**config.mk**
```make
export PLATFORM = sky130hd
export DESIGN_NAME = sv32_page_walker
export DESIGN_NICKNAME = d
export VERILOG_FILES = /design/src/rtl/sv32_page_walker.sv
export SDC_FILE = /design/constraint.sdc
export NUM_CORES = 1
export LEC_CHECK = 0
export BUFFER_PORTS_ARGS = -buffer_cell sky130_fd_sc_hd__buf_2
export CAP_MARGIN = 10
export CELL_PAD_IN_SITES_DETAIL_PLACEMENT = 1
export CELL_PAD_IN_SITES_GLOBAL_PLACEMENT = 1
export CORE_MARGIN = 4
export CORE_UTILIZATION = 30
export CTS_CLUSTER_SIZE = 12
export DETAILED_ROUTE_END_ITERATION = 10
export PLACE_DENSITY_LB_ADDON = 0.1
export RECOVER_POWER = 100
export SLEW_MARGIN = 20
export SYNTH_ARGS = -nofsm -noshare
export SYNTH_HDL_FRONTEND = slang
export SYNTH_SLANG_ARGS = --single-unit
```
**constraint.sdc**
```tcl
create_clock -name clk -period 2.1 [get_ports clk]
set_input_delay 0.315 -clock clk [delete_from_list [all_inputs] [get_ports clk]]
set_output_delay 0.315 -clock clk [all_outputs]
set_load 0.01 [all_outputs]
```
**src/rtl/sv32_page_walker.sv**
```systemverilog
// Sv32 two-level hardware page-table walker: turns a TLB miss into one or two PTE reads
// and returns either a TLB fill or a page-fault pulse.
module sv32_page_walker (
    input  logic        clk,
    input  logic        rst,
    input  logic        req_valid,
    input  logic [31:0] req_vaddr,
    input  logic        req_rnw,
    input  logic        req_execute,
    input  logic        abort_request,
    input  logic [19:0] satp_ppn,
    input  logic        mxr,
    output logic        mem_req_valid,
    input  logic        mem_req_ready,
    output logic [31:0] mem_addr,
    input  logic        mem_rdata_valid,
    input  logic [31:0] mem_rdata,
    output logic        write_entry,
    output logic [19:0] upper_phys_addr,
    output logic        superpage,
    output logic [7:0]  perms,
    output logic        is_fault,
    output logic        busy
);

    localparam logic [2:0] ST_IDLE    = 3'd0;
    localparam logic [2:0] ST_L1_REQ  = 3'd1;
    localparam logic [2:0] ST_L1_WAIT = 3'd2;
    localparam logic [2:0] ST_L0_REQ  = 3'd3;
    localparam logic [2:0] ST_L0_WAIT = 3'd4;
    localparam logic [2:0] ST_DRAIN   = 3'd5;

    logic [2:0]  state_reg, state_next;
    logic [19:0] vpn_reg;
    logic        rnw_reg;
    logic        exec_reg;
    logic [19:0] ptr_ppn_reg;
    logic        write_entry_reg, write_entry_next;
    logic        is_fault_reg, is_fault_next;
    logic [19:0] upper_reg;
    logic        superpage_reg, superpage_next;
    logic [7:0]  perms_reg;
    logic        latch_req;
    logic        load_ptr;

    // Decoded view of the PTE currently on the response bus.
    logic pte_v, pte_r, pte_w, pte_x, pte_a, pte_d;
    logic pte_bad, pte_leaf, leaf_bad, l1_fault, l0_fault;
    logic is_store, is_load;

    assign pte_v = mem_rdata[0];
    assign pte_r = mem_rdata[1];
    assign pte_w = mem_rdata[2];
    assign pte_x = mem_rdata[3];
    assign pte_a = mem_rdata[6];
    assign pte_d = mem_rdata[7];

    assign is_store = ~rnw_reg;
    assign is_load  = rnw_reg & ~exec_reg;

    assign pte_bad  = ~pte_v | (pte_w & ~pte_r) | (|mem_rdata[31:30]);
    assign pte_leaf = pte_r | pte_x;
    assign leaf_bad = ~pte_a
                    | (is_store & (~pte_w | ~pte_d))
                    | (exec_reg & ~pte_x)
                    | (is_load & ~pte_r & ~(mxr & pte_x));

    // A level-1 leaf must also have a zero low PPN field to be a legal 4MB mapping.
    assign l1_fault = pte_bad | (pte_leaf & ((|mem_rdata[19:10]) | leaf_bad));
    assign l0_fault = pte_bad | ~pte_leaf | leaf_bad;

    always_comb begin
        state_next       = state_reg;
        write_entry_next = 1'b0;
        is_fault_next    = 1'b0;
        superpage_next   = 1'b0;
        latch_req        = 1'b0;
        load_ptr         = 1'b0;
        case (state_reg)
            ST_IDLE: begin
                if (!abort_request && req_valid) begin
                    latch_req  = 1'b1;
                    state_next = ST_L1_REQ;
                end
            end
            ST_L1_REQ: begin
                if (mem_req_ready) begin
                    state_next = abort_request ? ST_DRAIN : ST_L1_WAIT;
                end else if (abort_request) begin
                    state_next = ST_IDLE;
                end
            end
            ST_L1_WAIT: begin
                if (mem_rdata_valid) begin
                    if (abort_request) begin
                        state_next = ST_IDLE;
                    end else if (l1_fault) begin
                        is_fault_next = 1'b1;
                        state_next    = ST_IDLE;
                    end else if (pte_leaf) begin
                        write_entry_next = 1'b1;
                        superpage_next   = 1'b1;
                        state_next       = ST_IDLE;
                    end else begin
                        load_ptr   = 1'b1;
                        state_next = ST_L0_REQ;
                    end
                end else if (abort_request) begin
                    state_next = ST_DRAIN;
                end
            end
            ST_L0_REQ: begin
                if (mem_req_ready) begin
                    state_next = abort_request ? ST_DRAIN : ST_L0_WAIT;
                end else if (abort_request) begin
                    state_next = ST_IDLE;
                end
            end
            ST_L0_WAIT: begin
                if (mem_rdata_valid) begin
                    if (abort_request) begin
                        state_next = ST_IDLE;
                    end else if (l0_fault) begin
                        is_fault_next = 1'b1;
                        state_next    = ST_IDLE;
                    end else begin
                        write_entry_next = 1'b1;
                        state_next       = ST_IDLE;
                    end
                end else if (abort_request) begin
                    state_next = ST_DRAIN;
                end
            end
            ST_DRAIN: begin
                if (mem_rdata_valid) begin
                    state_next = ST_IDLE;
                end
            end
            default: state_next = ST_IDLE;
        endcase
    end

    always_ff @(posedge clk or negedge rst) begin
        if (!rst) begin
            state_reg       <= ST_IDLE;
            vpn_reg         <= 20'd0;
            rnw_reg         <= 1'b0;
            exec_reg        <= 1'b0;
            ptr_ppn_reg     <= 20'd0;
            write_entry_reg <= 1'b0;
            is_fault_reg    <= 1'b0;
            upper_reg       <= 20'd0;
            superpage_reg   <= 1'b0;
            perms_reg       <= 8'd0;
        end else begin
            state_reg       <= state_next;
            write_entry_reg <= write_entry_next;
            is_fault_reg    <= is_fault_next;
            if (latch_req) begin
                vpn_reg  <= req_vaddr[31:12];
                rnw_reg  <= req_rnw;
                exec_reg <= req_execute;
            end
            if (load_ptr) begin
                ptr_ppn_reg <= mem_rdata[29:10];
            end
            if (write_entry_next) begin
                upper_reg     <= mem_rdata[29:10];
                superpage_reg <= superpage_next;
                perms_reg     <= mem_rdata[7:0];
            end
        end
    end

    assign mem_req_valid   = (state_reg == ST_L1_REQ) || (state_reg == ST_L0_REQ);
    assign mem_addr        = (state_reg == ST_L0_REQ) ? {ptr_ppn_reg, vpn_reg[9:0], 2'b00}
                                                      : {satp_ppn, vpn_reg[19:10], 2'b00};
    assign write_entry     = write_entry_reg;
    assign is_fault        = is_fault_reg;
    assign upper_phys_addr = upper_reg;
    assign superpage       = superpage_reg;
    assign perms           = perms_reg;
    assign busy            = (state_reg != ST_IDLE);

    // Page offset and RSW bits play no part in translation.
    logic unused_bits;
    assign unused_bits = ^{req_vaddr[11:0], mem_rdata[9:8]};

endmodule

```
Word level (Yosys, flattened, before mapping)
Index checks and enable logic that the tools add are counted.
{"block": "totals", "register_bits": 76, "latch_bits": 0, "ram_bits": 0, "romBits": 0, "input_bits": 93, "output_inout_bits": 65, "elab_cells": 92, "mem_count": 0}
{"block": "op_classes", "addsub": 0, "multipliers": 0, "div_mod_pow": 0, "n_lt_le_gt_ge": 0, "n_eq_ne": 7, "shifts": 0, "n_mux": 38, "bitwise": 29, "n_reduce_logical": 8}
{"cell": "two-way mux 32 bit", "n": 1}
{"cell": "two-way mux 3 bit", "n": 9}
{"cell": "two-way mux 1 bit", "n": 22}
{"cell": "one-hot mux 3 bit (6 select lines)", "n": 1}
{"cell": "OR 1 bit", "n": 11}
{"cell": "inverter 1 bit", "n": 10}
{"cell": "OR reduction 10 bit", "n": 1}
{"cell": "bitwise AND 1 bit", "n": 8}
{"cell": "equality test 3 x 2 -> 1 bit (second input constant)", "n": 2}
{"cell": "equality test 3 bit (second input constant)", "n": 2}
{"cell": "two-way mux 2 bit", "n": 3}
{"cell": "inequality test 2 bit (second input constant)", "n": 2}
{"cell": "one-hot mux 1 bit (2 select lines)", "n": 2}
{"cell": "equality test 3 x 1 -> 1 bit (second input constant)", "n": 1}
{"cell": "logical NOT 3 bit", "n": 1}
{"cell": "nonzero test 3 bit", "n": 1}
{"cell": "AND reduction 2 bit", "n": 1}
{"cell": "OR reduction 2 bit", "n": 1}
{"cell": "logical AND 1 bit", "n": 1}
{"cell": "logical NOT 1 bit", "n": 1}
{"cell": "logical OR 1 bit", "n": 1}

Depth between registers and ports, before layout
Gate-level depths: netlist of run 1.
{"block": "depth", "depth_word": 13, "ltp_mapped": 6}

Worst setup path before layout of run 1
No wires, ideal clock.
{"block": "synth_path", "path_kind": "input port to flip-flop", "startpoint": "input mem_rdata[11]", "endpoint": "register perms_reg[7] (netlist: perms[7])", "arrival_time_ns": 1.807, "path_slack_ns": 0.166, "path_stages": 6, "cell_sequence": "nor4_2 > nand4_1 > a2111oi_2 > buf_4 > buf_6 > mux2_1"}
{"block": "synth_between", "elab_chain_cells": 8}
{"item": "start: declaration", "line": "17", "text": "input logic [31:0] mem_rdata,"}
{"item": "OR reduction 10 bit", "line": "69", "text": "assign l1_fault = pte_bad | (pte_leaf & ((|mem_rdata[19:10]) | leaf_bad));"}
{"item": "OR 1 bit", "line": "69"}
{"item": "bitwise AND 1 bit", "line": "69"}
{"item": "OR 1 bit", "line": "69"}
{"item": "two-way mux 1 bit", "line": "97", "text": "end else if (l1_fault) begin"}
{"item": "two-way mux 1 bit", "line": "95", "text": "if (abort_request) begin"}
{"item": "two-way mux 1 bit", "line": "94", "text": "if (mem_rdata_valid) begin"}
{"item": "one-hot mux 1 bit (2 select lines)", "line": "79", "text": "case (state_reg)"}
{"item": "net write_entry_next", "line": "38", "text": "logic write_entry_reg, write_entry_next;"}
{"item": "end signal: assignment", "line": "170", "text": "perms_reg <= mem_rdata[7:0];"}
{"item": "end: declaration", "line": "42", "text": "logic [7:0] perms_reg;"}
The timed path passes the listed nets, and every way through them passes these cells.
A chain may end at the register's enable or synchronous reset.

Worst setup path in the final report of run 1
{"block": "layout_path", "startpoint": "register state_reg[2]", "endpoint": "output mem_addr[17]"}
{"block": "layout_between", "elab_chain_cells": 2}
{"item": "start: declaration", "line": "33", "text": "logic [2:0] state_reg, state_next;"}
{"item": "start signal: assignment", "line": "156", "text": "state_reg <= state_next;"}
{"item": "equality test 3 x 2 -> 1 bit", "line": "176", "text": "assign mem_addr = (state_reg == ST_L0_REQ) ? {ptr_ppn_reg, vpn_reg[9:0], 2'b00}"}
{"item": "two-way mux 32 bit", "line": "176"}
{"item": "end: declaration", "line": "15", "text": "output logic [31:0] mem_addr,"}
No other way between the ends.

==> metrics.txt, run 1 <==
# TYPE chip_impl_metric gauge
chip_impl_metric{name="worstSkewPairLatency",unit="ns"} 0.33
chip_impl_metric{name="placed_cell_area",unit="um2"} 4560
chip_impl_metric{name="hold_viol_final",unit=""} 0
chip_impl_info{name="endpoint_kind",value="output port"} 1
chip_impl_metric{name="floorplan.die.height",unit="um"} 116
chip_impl_metric{name="grt_first_pass_wirelength",unit="um"} 15500
chip_impl_metric{name="worst_path_max_fanout",unit=""} 5
chip_impl_metric{name="synth-async-reset-ratio",unit=""} 1.00
chip_impl_metric{name="post_drt_via_cell_ratio",unit=""} 4.72
chip_impl_metric{name="dr.pass1.iters",unit=""} 4
chip_impl_info{name="start_kind",value="flip-flop"} 1
chip_impl_metric{name="floorplan.rows",unit=""} 39
chip_impl_metric{name="yosysSeqAreaShare",unit=""} 0.545
chip_impl_metric{name="finalPower",unit="mW"} 5.25
chip_impl_metric{name="timing.reg2reg.setup_slack",unit="ns"} 0.01
chip_impl_metric{name="synthMuxAreaShare",unit=""} 0.319
chip_impl_metric{name="finalCriticalPeriod",unit="ns"} 2.10
chip_impl_metric{name="layout.nets",unit=""} 522
chip_impl_metric{name="post-synth-top-area-fraction",unit=""} 0.545
chip_impl_info{name="setup.worst_path.end",value="mem_addr[17]"} 1
chip_impl_metric{name="start_util",unit=""} 0.306
chip_impl_metric{name="globalRouteOverflowTotal",unit=""} 0
chip_impl_metric{name="grt_antenna_before_repair",unit=""} 0
chip_impl_metric{name="synth-edff-count",unit=""} 0
chip_impl_metric{name="yosys_warnings",unit=""} 0
chip_impl_metric{name="fillCellCount",unit=""} 1246
chip_impl_info{name="main_combinational_cell_family_by_area_after_synthesis",value="multiplexers"} 1
chip_impl_metric{name="timing.final.max_slew_violations",unit=""} 0
chip_impl_metric{name="route.antenna.remaining_nets",unit=""} 0
chip_impl_metric{name="netlist_instances",unit=""} 250
chip_impl_metric{name="final_core_density",unit=""} 0.464
chip_impl_metric{name="top_level_ports",unit=""} 158
chip_impl_metric{name="io_buffers",unit=""} 141
chip_impl_metric{name="compound_cell_area_share_of_the_yosys_netlist",unit=""} 0.0394
chip_impl_metric{name="leakage",unit="nW"} 2.70
chip_impl_metric{name="die_area",unit="um2"} 13400
chip_impl_metric{name="post_synth_design_cell_area",unit="um2"} 3490
chip_impl_info{name="netlist_top_cells_area",value="sky130_fd_sc_hd__dfrtp_1 54%, sky130_fd_sc_hd__mux2_2 29%, sky130_fd_sc_hd__mux2_1 2.3%"} 1
chip_impl_metric{name="multi_input_area",unit="um2"} 1640
chip_impl_metric{name="syn2layout_area_growth",unit="%"} 51.9
chip_impl_metric{name="maxCapViolations",unit=""} 0
chip_impl_info{name="worst_setup_path_startpoint",value="state_reg[2]"} 1
chip_impl_info{name="status",value="completed"} 1
chip_impl_metric{name="ff_latch_area",unit="um2"} 1900
chip_impl_metric{name="gp_congestion",unit=""} 0.706
chip_impl_metric{name="synth_cell_type_count",unit=""} 42
chip_impl_metric{name="avgSynthCellArea",unit="um2"} 14.0
chip_impl_metric{name="cts_buffer_depth",unit=""} 2
chip_impl_info{name="cts_root_buffer",value="sky130_fd_sc_hd__clkbuf_16"} 1
chip_impl_metric{name="timing.final.setup_violations",unit=""} 0
chip_impl_info{name="cp_class",value="reg -> out"} 1
chip_impl_metric{name="max_slew_margin",unit=""} 0.428
chip_impl_metric{name="grt.total_usage",unit=""} 0.153
chip_impl_metric{name="maximum_number_of_pins_on_one_net_before_global_route_repair",unit=""} 43
chip_impl_metric{name="clock_sinks",unit=""} 76
chip_impl_info{name="tritoncts",value="built"} 1
chip_impl_metric{name="dp_hpwl",unit="um"} 7020
chip_impl_metric{name="die_x",unit="um"} 116
chip_impl_metric{name="fmax",unit="GHz"} 0.477
chip_impl_metric{name="power.density",unit="nW/um2"} 990
chip_impl_metric{name="postSynthRegisterBits",unit=""} 76
chip_impl_metric{name="reg2regPathDepth",unit=""} 7
chip_impl_info{name="rsz0062_at_grt",value="true"} 1
chip_impl_metric{name="timing.critical_path.arrival",unit="ns"} 1.78
chip_impl_metric{name="grt_pass1_vias",unit=""} 2855
chip_impl_info{name="postSynth.topFlopCell",value="sky130_fd_sc_hd__dfrtp_1"} 1
chip_impl_metric{name="peakVddDrop",unit="mV"} 0.597
chip_impl_metric{name="drt_iter0_markers",unit=""} 48
chip_impl_metric{name="num_vias",unit=""} 2724
chip_impl_metric{name="adder_cell_area_share_of_the_yosys_netlist",unit=""} 0
chip_impl_metric{name="clk_transition_reported_paths",unit="ns"} 0.06
chip_impl_metric{name="post_route_cells_drive_above_1_share",unit=""} 0.611
chip_impl_metric{name="drc",unit=""} 0
chip_impl_info{name="synthDominantAreaCellType",value="sky130_fd_sc_hd__dfrtp_1"} 1
chip_impl_metric{name="cp.required",unit="ns"} 1.78
chip_impl_info{name="rr_startpoint",value="state_reg[2]"} 1
chip_impl_metric{name="core",unit="um2"} 11400
chip_impl_metric{name="postLayoutCellArea",unit="um2"} 5300
chip_impl_info{name="classification_of_the_worst_slack_hold_path",value="in -> reg"} 1
chip_impl_info{name="worstReg2RegEnd",value="upper_phys_addr[12]"} 1
chip_impl_metric{name="synth_xor_area_frac",unit=""} 0.00251
chip_impl_metric{name="total_routed_wirelength",unit="um"} 10400
chip_impl_metric{name="drt-wirelength-per-cell",unit="um"} 18.1
chip_impl_metric{name="finalClockSkew",unit="ns"} 0.00614
chip_impl_metric{name="worstMarginPinSlew",unit="ns"} 0.858
chip_impl_metric{name="fin_crit_sh",unit=""} 0.998
chip_impl_metric{name="synth_simple_gate_area_share",unit=""} 0.0681
chip_impl_metric{name="antenna-diode-count",unit=""} 0
chip_impl_metric{name="ctsHtreeMaxLevel",unit=""} 3
chip_impl_metric{name="whs",unit="ns"} 0.209
chip_impl_metric{name="cts_inserted_buffers",unit=""} 9
[stage by stage]
step                      TNS [ns]  std cells  setup slack [ns]
final                            0        577           0.00422
after global routing         -5.43        577            -0.101
after global placement       -2.81        546            -0.113
after detailed placement     -4.02        546            -0.169
after CTS                  -0.0272        573           -0.0108
after floorplan                  0        251             0.166
[critical path: stages (launching register included)]
cell                      delay [ns]
sky130_fd_sc_hd__dfrtp_1        0.39
sky130_fd_sc_hd__buf_6          0.13
sky130_fd_sc_hd__nor2b_4        0.13
sky130_fd_sc_hd__nand2_4        0.08
sky130_fd_sc_hd__buf_6          0.14
sky130_fd_sc_hd__buf_12         0.14
sky130_fd_sc_hd__mux2_4         0.30
sky130_fd_sc_hd__buf_6          0.12
[placed cells by master, fill, tap and decap left out, types with 2 or more instances in the layout]
cell type	Yosys	final
sky130_fd_sc_hd__mux2_2	91	69
sky130_fd_sc_hd__clkbuf_16	0	11
sky130_fd_sc_hd__o21ai_0	5	5
sky130_fd_sc_hd__nor2_1	4	4
sky130_fd_sc_hd__buf_4	3	23
sky130_fd_sc_hd__buf_16	0	2
sky130_fd_sc_hd__buf_12	0	4
sky130_fd_sc_hd__conb_1	1	2
sky130_fd_sc_hd__bufinv_16	0	2
sky130_fd_sc_hd__nor2b_1	7	6
sky130_fd_sc_hd__mux2_1	7	6
sky130_fd_sc_hd__nor3b_4	0	2
sky130_fd_sc_hd__a21oi_1	2	2
sky130_fd_sc_hd__or4_1	2	2
sky130_fd_sc_hd__dfrtp_1	76	76
sky130_fd_sc_hd__nand2_1	5	3
sky130_fd_sc_hd__buf_6	1	28
sky130_fd_sc_hd__nor4b_1	2	2
sky130_fd_sc_hd__nor3_1	2	2
sky130_fd_sc_hd__inv_1	3	3
sky130_fd_sc_hd__nand4_1	2	2
sky130_fd_sc_hd__or2_2	2	2
sky130_fd_sc_hd__nor4_2	2	2
sky130_fd_sc_hd__buf_2	2	87
sky130_fd_sc_hd__mux2_4	0	23
sky130_fd_sc_hd__clkbuf_1	4	35
[area by class of cell]
type                    count  area share
repair buffers            182       0.237
inverters                   3     0.00212
well taps                 143      0.0337
multi-input cells         157       0.309
flip-flops and latches     76       0.359
clock buffers              11      0.0439
clock inverters             5      0.0160
[synthesized netlist by cell type (all sizes together) (2+ instances only)]
cell,instances
a21oi,2
buf,11
clkbuf,4
dfrtp,76
inv,3
mux2,98
nand2,5
nand4,2
nor2,4
nor2b,7
nor3,2
nor3b,3
nor4,2
nor4b,3
o21ai,5
or2,2
or4,2
[kinds of logic (layout without fill, tap and decap cells)]
logic type,after synthesis,after routing
xor+xnor,1,1
compound gates,19,19
flops,76,76
other cells,1,2
simple gates,36,36
mux,99,99
buf+inv,18,201
[power breakdown]
group          switching (mW)  leakage, nW  internal, mW  total (mW)
sequential              0.143         1.01          1.73        1.88
clock                   0.620        0.150          1.05        1.67
combinational           0.679         1.54          1.03        1.71
[worst min path at each step]
stage	start	endpoint	slack, ns	depth (start not counted)
floorplan	rst	exec_reg	0.02	0
global placement	rst	upper_phys_addr[7]	0.31	1
detailed placement	rst	upper_phys_addr[7]	0.30	1
CTS	req_vaddr[14]	vpn_reg[2]	0.20	2
global route	req_vaddr[19]	vpn_reg[7]	0.20	2
finish	req_vaddr[19]	vpn_reg[7]	0.21	2
[routing by layer]
layer	vias up	wire length, um	GRT usage
met5	-	0	0
met4	0	179	0.0603
met3	11	739	0.0470
met2	86	5150	0.255
met1	1360	4380	0.184
li1	1267	-	-
[repair_timing]
item | in CTS | in global routing
endpoints found under the hold margin | 34 | 0
resized for setup | 22 | 39
hold buffers | 1 | 0
buffers inserted | 7 | 3
pin swaps | 3 | 0
endpoints found under the setup margin | 30 | 56
gates cloned | 3 | 3
(Power assumes the default switching activity.)
==> inputs of run 2 (changes only) <==
ABC_AREA = 1   (was not set)
==> run 2 against run 1 <==
Against the previous run:
- first-iteration DRC count grew 48%
- global-route usage grew 0.19 points
- cell count grew 22%
- worst hold slack lost 0.025 ns
- sequential share of layout area grew 5.1 points
- clock skew shrank 0.0015 ns
- worst setup slack gained 0.12 ns
- final area shrank 12%
- register-to-register slack gained 0.13 ns
- critical path type unchanged
- critical endpoint is now mem_addr[8]
- largest power group unchanged
- highest routed layer unchanged
==> metrics.txt, run 2 <==
# TYPE chip_impl_metric gauge
chip_impl_info{name="tritoncts",value="built"} 1
chip_impl_metric{name="worstSkewPairLatency",unit="ns"} 0.33
chip_impl_info{name="layout_commonest_cell",value="sky130_fd_sc_hd__nand2_1"} 1
chip_impl_metric{name="drt-wirelength-per-cell",unit="um"} 14.9
chip_impl_metric{name="placed_cell_area",unit="um2"} 4430
chip_impl_metric{name="timing.final.setup_violations",unit=""} 0
chip_impl_metric{name="fmax",unit="GHz"} 0.507
chip_impl_info{name="mostFrequentLayoutCells",value="110 x sky130_fd_sc_hd__nand2_1, 84 x sky130_fd_sc_hd__buf_2, 76 x sky130_fd_sc_hd__dfrtp_1, 49 x sky130_fd_sc_hd__clkbuf_1, 43 x sky130_fd_sc_hd__nor2_1"} 1
chip_impl_metric{name="finalClockSkew",unit="ns"} 0.00465
chip_impl_metric{name="clk_transition_reported_paths",unit="ns"} 0.06
chip_impl_metric{name="postLayoutCellArea",unit="um2"} 4640
chip_impl_metric{name="floorplan.rows",unit=""} 39
chip_impl_metric{name="sw_ratio",unit=""} 0.308
chip_impl_metric{name="core",unit="um2"} 11500
chip_impl_metric{name="timing.critical_path.arrival",unit="ns"} 1.66
chip_impl_info{name="synthDominantAreaCellType",value="sky130_fd_sc_hd__dfrtp_1"} 1
chip_impl_metric{name="maxCapViolations",unit=""} 0
chip_impl_metric{name="syn2layout_area_growth",unit="%"} 30.5
chip_impl_info{name="cp_class",value="reg -> out"} 1
chip_impl_info{name="rsz0062_at_grt",value="false"} 1
chip_impl_metric{name="route.antenna.remaining_nets",unit=""} 0
chip_impl_metric{name="power.density",unit="nW/um2"} 988
chip_impl_metric{name="avgSynthCellArea",unit="um2"} 8.53
chip_impl_info{name="postSynth.topFlopCell",value="sky130_fd_sc_hd__dfrtp_1"} 1
chip_impl_info{name="min-delay-start",value="mem_rdata[5]"} 1
chip_impl_info{name="classification_of_the_worst_slack_hold_path",value="in -> reg"} 1
chip_impl_metric{name="post_route_cells_drive_above_1_share",unit=""} 0.256
chip_impl_metric{name="post-synth-top-area-fraction",unit=""} 0.534
chip_impl_info{name="cts_root_buffer",value="sky130_fd_sc_hd__clkbuf_16"} 1
chip_impl_info{name="critical-path-top-delay-family",value="buffers and inverters"} 1
chip_impl_metric{name="drt_iter0_markers",unit=""} 71
chip_impl_metric{name="layout.nets",unit=""} 651
chip_impl_metric{name="fillCellCount",unit=""} 1421
chip_impl_metric{name="drc",unit=""} 0
chip_impl_metric{name="p_clk_frac",unit=""} 0.335
chip_impl_metric{name="antenna-diode-count",unit=""} 0
chip_impl_info{name="netlist_top_cells_area",value="sky130_fd_sc_hd__dfrtp_1 53%, sky130_fd_sc_hd__nand2_1 12%, sky130_fd_sc_hd__mux2_2 5.4%"} 1
chip_impl_info{name="worstPathCellList",value="inv_2 -> nand3_4 -> buf_12 -> o21ai_0 -> buf_2"} 1
chip_impl_info{name="synthMostInstantiatedCell",value="sky130_fd_sc_hd__nand2_1"} 1
chip_impl_metric{name="cp.required",unit="ns"} 1.78
chip_impl_metric{name="total_length_of_routed_met2_wires",unit="um"} 4980
chip_impl_info{name="endpoint_kind",value="output port"} 1
chip_impl_info{name="status",value="completed"} 1
chip_impl_metric{name="die_x",unit="um"} 117
chip_impl_metric{name="setup_total_negative_slack",unit="ns"} 0
chip_impl_metric{name="ctsHtreeMaxLevel",unit=""} 3
chip_impl_metric{name="route.layer.met1.wl",unit="um"} 4630
chip_impl_metric{name="crit_buf_inv",unit=""} 3
chip_impl_metric{name="dr.pass1.iters",unit=""} 4
chip_impl_metric{name="cts_inserted_buffers",unit=""} 9
chip_impl_info{name="critical-path-slowest-cell",value="sky130_fd_sc_hd__dfrtp_1"} 1
chip_impl_metric{name="globalRouteOverflowTotal",unit=""} 0
chip_impl_metric{name="finalCriticalPeriod",unit="ns"} 1.97
chip_impl_metric{name="post_cts.repair.setup_buffers",unit=""} 0
chip_impl_metric{name="postSynthRegisterBits",unit=""} 76
chip_impl_metric{name="yosysSeqAreaShare",unit=""} 0.534
chip_impl_metric{name="timing.final.max_slew_violations",unit=""} 0
chip_impl_metric{name="detailroute.wirelength.met3",unit="um"} 720
chip_impl_info{name="start_kind",value="flip-flop"} 1
chip_impl_metric{name="synth-async-reset-ratio",unit=""} 1.00
chip_impl_metric{name="io_buffers",unit=""} 141
chip_impl_metric{name="die_area",unit="um2"} 13700
chip_impl_metric{name="post_synth_design_cell_area",unit="um2"} 3560
chip_impl_metric{name="leakage",unit="nW"} 2.54
chip_impl_info{name="routed.top_layer",value="met4"} 1
chip_impl_metric{name="netlist_instances",unit=""} 417
chip_impl_metric{name="start_util",unit=""} 0.309
chip_impl_metric{name="synth-edff-count",unit=""} 0
chip_impl_metric{name="hold_viol_final",unit=""} 0
chip_impl_metric{name="grt_pass1_vias",unit=""} 3417
chip_impl_metric{name="total_routed_wirelength",unit="um"} 10500
chip_impl_metric{name="whs",unit="ns"} 0.184
chip_impl_metric{name="synth_cell_type_count",unit=""} 27
chip_impl_metric{name="num_vias",unit=""} 3292
chip_impl_info{name="synth_cell_count_leaders",value="110 x sky130_fd_sc_hd__nand2_1, 76 x sky130_fd_sc_hd__dfrtp_1, 41 x sky130_fd_sc_hd__inv_1, 41 x sky130_fd_sc_hd__nor2_1, 34 x sky130_fd_sc_hd__nand3_1"} 1
chip_impl_metric{name="max_slew_margin",unit=""} 0.552
chip_impl_metric{name="critPathMaxStageDelay",unit="ns"} 0.45
chip_impl_metric{name="fin_crit_sh",unit=""} 0.940
chip_impl_info{name="rr_startpoint",value="state_reg[1]"} 1
chip_impl_metric{name="floorplan.die.height",unit="um"} 117
chip_impl_metric{name="grt.total_usage",unit=""} 0.155
chip_impl_metric{name="dp_hpwl",unit="um"} 7940
chip_impl_metric{name="comb_power_share",unit=""} 0.259
chip_impl_metric{name="seq_power_share",unit=""} 0.406
chip_impl_metric{name="cts_buffer_depth",unit=""} 2
chip_impl_metric{name="power_switching",unit="mW"} 1.41
chip_impl_metric{name="yosys_warnings",unit=""} 0
chip_impl_metric{name="clock_sinks",unit=""} 76
chip_impl_metric{name="gp_congestion",unit=""} 0.767
chip_impl_metric{name="worst_path_max_fanout",unit=""} 48
chip_impl_info{name="worst_setup_path_startpoint",value="state_reg[2]"} 1
chip_impl_metric{name="grt_first_pass_wirelength",unit="um"} 16300
chip_impl_metric{name="cellInternalPower",unit="mW"} 3.17
chip_impl_metric{name="worstMarginPinSlew",unit="ns"} 0.671
chip_impl_metric{name="top_level_ports",unit=""} 158
chip_impl_metric{name="post_drt_via_cell_ratio",unit=""} 4.66
chip_impl_metric{name="maximum_number_of_pins_on_one_net_before_global_route_repair",unit=""} 49
chip_impl_metric{name="grt_antenna_before_repair",unit=""} 0
chip_impl_metric{name="peakVddDrop",unit="mV"} 0.352
## run 2: changes by cell type in the layout (fill, tap and decap cells not counted), moves of 14 or more
cell,previous run,this run
sky130_fd_sc_hd__inv_1,3,41
sky130_fd_sc_hd__nand2_1,3,110
sky130_fd_sc_hd__nor2_1,4,43
sky130_fd_sc_hd__buf_4,23,2
sky130_fd_sc_hd__nand3_1,1,33
sky130_fd_sc_hd__clkbuf_1,35,49
sky130_fd_sc_hd__buf_6,28,0
sky130_fd_sc_hd__mux2_4,23,0
sky130_fd_sc_hd__a21oi_1,2,27
sky130_fd_sc_hd__mux2_2,69,17
sky130_fd_sc_hd__o21ai_0,5,29
## run 2: tightest hold or removal path, cell delays in order
cell and delay, ns:
sky130_fd_sc_hd__buf_2 0.08, sky130_fd_sc_hd__nand2_1 0.04, sky130_fd_sc_hd__nand2_1 0.05
## run 2: area by class of cell
class | count | area (um2) | area share
clock buffers | 12 | 246 | 0.0531
well taps | 143 | 179 | 0.0385
clock inverters | 4 | 48.8 | 0.0105
inverters | 44 | 165 | 0.0356
flip-flops and latches | 76 | 1900 | 0.410
multi-input cells | 277 | 1380 | 0.297
repair buffers | 150 | 724 | 0.156
## run 2: stage by stage
step           cells  setup slack (ns)  power (mW)   util
4_1_cts          706            0.0745        4.72  0.412
2_1_floorplan    418             0.487        2.62      -
6_report         706             0.127        4.59  0.403
3_5_place_dp     689             0.329        3.13  0.385
3_3_place_gp     689             0.344        3.09  0.385
5_1_grt          706            0.0134        4.90  0.403
## run 2: repair_timing
action                                 in CTS  in global routing
gates resized for setup                     1                  3
endpoints found under the hold margin      26                  0
hold buffers                                1                  0
setup endpoints to repair                   3                  3
## run 2: cells by family after synthesis
| group | share of synthesized area |
|---|---|
| multiplexers | 0.0538 |
| flip-flops | 0.534 |
| AND/OR/NAND/NOR | 0.238 |
| AO/OA/AOI/OAI | 0.0921 |
| buffers and inverters | 0.0802 |
| other | 0.00105 |
## run 2: power groups by stage
stage	registers, mW	clock network (mW)	logic (mW)
after floorplan	1.86	0	0.760
final	1.86	1.54	1.19
after global placement	1.87	0	1.22
after CTS	1.87	1.59	1.26
after detailed placement	1.88	0	1.25
after global routing	1.89	1.65	1.36
## run 2: path summary, 6_finish.rpt
| check | cells past startpoint | end | slack, ns |
|---|---|---|---|
| max reg2reg | 8 | upper_phys_addr[19] | 0.14 |
| min reg2reg | 2 | perms[0] | 0.47 |
| min in group asynchronous | 2 | write_entry | 0.55 |
| max in group asynchronous | 3 | perms[0] | 0.51 |
| min | 3 | perms[5] | 0.18 |
| max | 5 | mem_addr[8] | 0.13 |
## run 2: per-layer routing
| layer | global-route usage | up-vias |
|---|---|---|
| li1 | - | 1598 |
| met1 | 0.195 | 1574 |
| met2 | 0.258 | 107 |
| met3 | 0.0375 | 13 |
| met4 | 0.0550 | 0 |
| met5 | 0 | - |
==> inputs of run 3 (changes only) <==
BUFFER_PORTS_ARGS = -buffer_cell sky130_fd_sc_hd__buf_4   (was -buffer_cell sky130_fd_sc_hd__buf_2)
CORE_UTILIZATION = 34   (was 30)
==> run 3 against run 2 <==
Against the previous run:
- worst hold slack got worse by 0.024 ns
- critical path depth unchanged
- die area decreased by 11%
- clock power decreased by 28%
- via count decreased by 0.88%
- non-clock buffer count decreased by 1
- wire length decreased by 1.4%
- largest cell class unchanged
==> metrics.txt, run 3 (synthesis gave the netlist of run 2 again) <==
# TYPE chip_impl_metric gauge
chip_impl_info{name="mostFrequentLayoutCells",value="110 x sky130_fd_sc_hd__nand2_1, 85 x sky130_fd_sc_hd__buf_4, 75 x sky130_fd_sc_hd__dfrtp_1, 54 x sky130_fd_sc_hd__clkbuf_1, 43 x sky130_fd_sc_hd__nor2_1"} 1
chip_impl_metric{name="cts_buffer_depth",unit=""} 2
chip_impl_metric{name="worstSkewPairLatency",unit="ns"} 0.35
chip_impl_info{name="critical-path-top-delay-family",value="buffers and inverters"} 1
chip_impl_info{name="layout_commonest_cell",value="sky130_fd_sc_hd__nand2_1"} 1
chip_impl_info{name="start_kind",value="flip-flop"} 1
chip_impl_metric{name="max_slew_margin",unit=""} 0.429
chip_impl_metric{name="critPathMaxStageDelay",unit="ns"} 0.45
chip_impl_metric{name="cp.required",unit="ns"} 1.78
chip_impl_metric{name="cts_inserted_buffers",unit=""} 9
chip_impl_metric{name="post_drt_via_cell_ratio",unit=""} 4.67
chip_impl_metric{name="floorplan.rows",unit=""} 37
chip_impl_metric{name="dr.pass1.iters",unit=""} 4
chip_impl_info{name="rr_startpoint",value="rnw_reg"} 1
chip_impl_metric{name="reg2regPathDepth",unit=""} 9
chip_impl_metric{name="placedCellCount",unit=""} 681
chip_impl_metric{name="drt-wirelength-per-cell",unit="um"} 14.8
chip_impl_metric{name="finalPower",unit="mW"} 4.21
chip_impl_metric{name="grt_first_pass_wirelength",unit="um"} 16500
chip_impl_metric{name="antenna-diode-count",unit=""} 0
chip_impl_metric{name="crit_buf_inv",unit=""} 3
chip_impl_metric{name="peakVddDrop",unit="mV"} 0.291
chip_impl_metric{name="globalRouteOverflowTotal",unit=""} 0
chip_impl_metric{name="fillCellCount",unit=""} 1309
chip_impl_info{name="endpoint_kind",value="output port"} 1
chip_impl_metric{name="comb_power_share",unit=""} 0.294
chip_impl_metric{name="layout.nets",unit=""} 650
chip_impl_metric{name="num_vias",unit=""} 3263
chip_impl_metric{name="core",unit="um2"} 10300
chip_impl_metric{name="drc",unit=""} 0
chip_impl_metric{name="timing.critical_path.arrival",unit="ns"} 1.66
chip_impl_info{name="cts_root_buffer",value="sky130_fd_sc_hd__clkbuf_8"} 1
chip_impl_metric{name="power.density",unit="nW/um2"} 887
chip_impl_metric{name="maxCapViolations",unit=""} 0
chip_impl_metric{name="syn2layout_area_growth",unit="%"} 33.4
chip_impl_metric{name="start_util",unit=""} 0.346
chip_impl_metric{name="timing.final.setup_violations",unit=""} 0
chip_impl_metric{name="post_cts.repair.setup_buffers",unit=""} 0
chip_impl_metric{name="clk_transition_reported_paths",unit="ns"} 0.09
chip_impl_metric{name="hold-path-cell-count",unit=""} 3
chip_impl_metric{name="top_level_ports",unit=""} 158
chip_impl_info{name="worst_setup_path_startpoint",value="state_reg[2]"} 1
chip_impl_metric{name="ctsHtreeMaxLevel",unit=""} 3
chip_impl_info{name="min-delay-start",value="mem_rdata[4]"} 1
chip_impl_metric{name="gp_congestion",unit=""} 0.747
chip_impl_metric{name="setup_total_negative_slack",unit="ns"} 0
chip_impl_info{name="critical-path-slowest-cell",value="sky130_fd_sc_hd__dfrtp_1"} 1
chip_impl_metric{name="clock_sinks",unit=""} 76
chip_impl_metric{name="ff_latch_area",unit="um2"} 1900
chip_impl_metric{name="p_clk_frac",unit=""} 0.263
chip_impl_info{name="tritoncts",value="built"} 1
chip_impl_metric{name="post_route_cells_drive_above_1_share",unit=""} 0.247
chip_impl_metric{name="die_area",unit="um2"} 12200
chip_impl_metric{name="drt_iter0_markers",unit=""} 112
chip_impl_metric{name="maximum_number_of_pins_on_one_net_before_global_route_repair",unit=""} 49
chip_impl_metric{name="seq_power_share",unit=""} 0.443
chip_impl_metric{name="leakage",unit="nW"} 2.54
chip_impl_info{name="cp_class",value="reg -> out"} 1
chip_impl_metric{name="final_cell_count_no_fill",unit=""} 698
chip_impl_metric{name="finalClockSkew",unit="ns"} 0.0153
chip_impl_metric{name="power_switching",unit="mW"} 1.38
chip_impl_metric{name="sw_ratio",unit=""} 0.328
chip_impl_info{name="worstPathCellList",value="inv_2 -> nand3_4 -> buf_12 -> o21ai_0 -> clkbuf_4"} 1
chip_impl_metric{name="floorplan.die.height",unit="um"} 110
chip_impl_metric{name="io_buffers",unit=""} 141
chip_impl_metric{name="dp_hpwl",unit="um"} 7870
chip_impl_metric{name="total_routed_wirelength",unit="um"} 10300
chip_impl_info{name="classification_of_the_worst_slack_hold_path",value="in -> reg"} 1
chip_impl_metric{name="cellInternalPower",unit="mW"} 2.83
chip_impl_metric{name="multi_input_area",unit="um2"} 1370
chip_impl_metric{name="grt_antenna_before_repair",unit=""} 0
chip_impl_metric{name="grt_pass1_vias",unit=""} 3408
chip_impl_metric{name="fin_crit_sh",unit=""} 0.941
chip_impl_metric{name="grt.total_usage",unit=""} 0.174
chip_impl_metric{name="timing.final.max_slew_violations",unit=""} 0
chip_impl_metric{name="die_x",unit="um"} 110
chip_impl_metric{name="cell_depth_of_the_worst_setup_path",unit=""} 5
chip_impl_info{name="rsz0062_at_grt",value="false"} 1
chip_impl_metric{name="fmax",unit="GHz"} 0.506
chip_impl_metric{name="hold_viol_final",unit=""} 0
chip_impl_metric{name="route.antenna.remaining_nets",unit=""} 0
chip_impl_metric{name="finalCriticalPeriod",unit="ns"} 1.98
chip_impl_metric{name="worstMarginPinSlew",unit="ns"} 0.857
chip_impl_info{name="status",value="completed"} 1
chip_impl_metric{name="worst_path_max_fanout",unit=""} 48
[run 3: cell count changes in the layout (fill, tap and decap cells not counted), sizes merged]
cell,previous run,this run
clkinv,3,0
clkinvlp,0,3
clkbuf,74,72
inv,44,45
[run 3: power groups by stage]
stage	clock, mW	combinational, mW	sequential (mW)
floorplan	0	0.760	1.86
global placement	0	1.36	1.88
detailed placement	0	1.40	1.90
CTS	1.14	1.41	1.87
global route	1.21	1.42	1.90
finish	1.11	1.24	1.86
[run 3: final timing paths]
| path | end | slack (ns) |
|---|---|---|
| worst min register to register | perms[6] | 0.48 |
| worst max register to register | upper_phys_addr[5] | 0.19 |
| max in group asynchronous | ptr_ppn_reg[13] | 0.55 |
| worst min-delay path | perms[4] | 0.16 |
| worst max-delay path | mem_addr[24] | 0.12 |
| min in group asynchronous | upper_phys_addr[13] | 0.61 |
[run 3: final cells by class]
| type | count | area share |
|---|---|---|
| Multi-Input combinational cell | 277 | 0.289 |
| Sequential cell | 76 | 0.401 |
| Clock inverter | 5 | 0.0129 |
| Clock buffer | 11 | 0.0277 |
| Timing Repair Buffer | 149 | 0.199 |
| Tap cell | 136 | 0.0358 |
| Inverter | 44 | 0.0348 |
[run 3: routing by layer]
layer,up-vias,part of all wire,GRT usage
met5,-,0,0
met4,0,0.012,0.0528
met3,10,0.072,0.0373
met2,97,0.48,0.286
met1,1557,0.44,0.231
li1,1599,-,-
[run 3: worst register-to-register path, stage by stage (launching register included)]
cell	delay, ns
sky130_fd_sc_hd__dfrtp_1	0.36
sky130_fd_sc_hd__inv_1	0.10
sky130_fd_sc_hd__nor2_1	0.05
sky130_fd_sc_hd__nand2_1	0.05
sky130_fd_sc_hd__nor2_1	0.04
sky130_fd_sc_hd__nor2_1	0.39
sky130_fd_sc_hd__nand3b_4	0.31
sky130_fd_sc_hd__nand2_4	0.37
sky130_fd_sc_hd__nand2_1	0.10
sky130_fd_sc_hd__nand2_1	0.07
[run 3: repair_timing]
action                                  in CTS  in global routing
gates resized for setup                      1                  4
hold endpoints to repair                    28                  0
endpoints found under the setup margin      22                 24
hold buffers                                 1                  0
[run 3: per-stage QoR]
step                worst slack (ns)  instance area [um2]  hold slack, ns  utilization
floorplan                      0.487                 3560          0.0194            -
global placement               0.349                 4770           0.288        0.464
detailed placement             0.284                 4770           0.289        0.464
CTS                           0.0121                 4970           0.155        0.484
global route                 0.00527                 4750           0.150        0.462
finish                         0.125                 4750           0.160        0.462
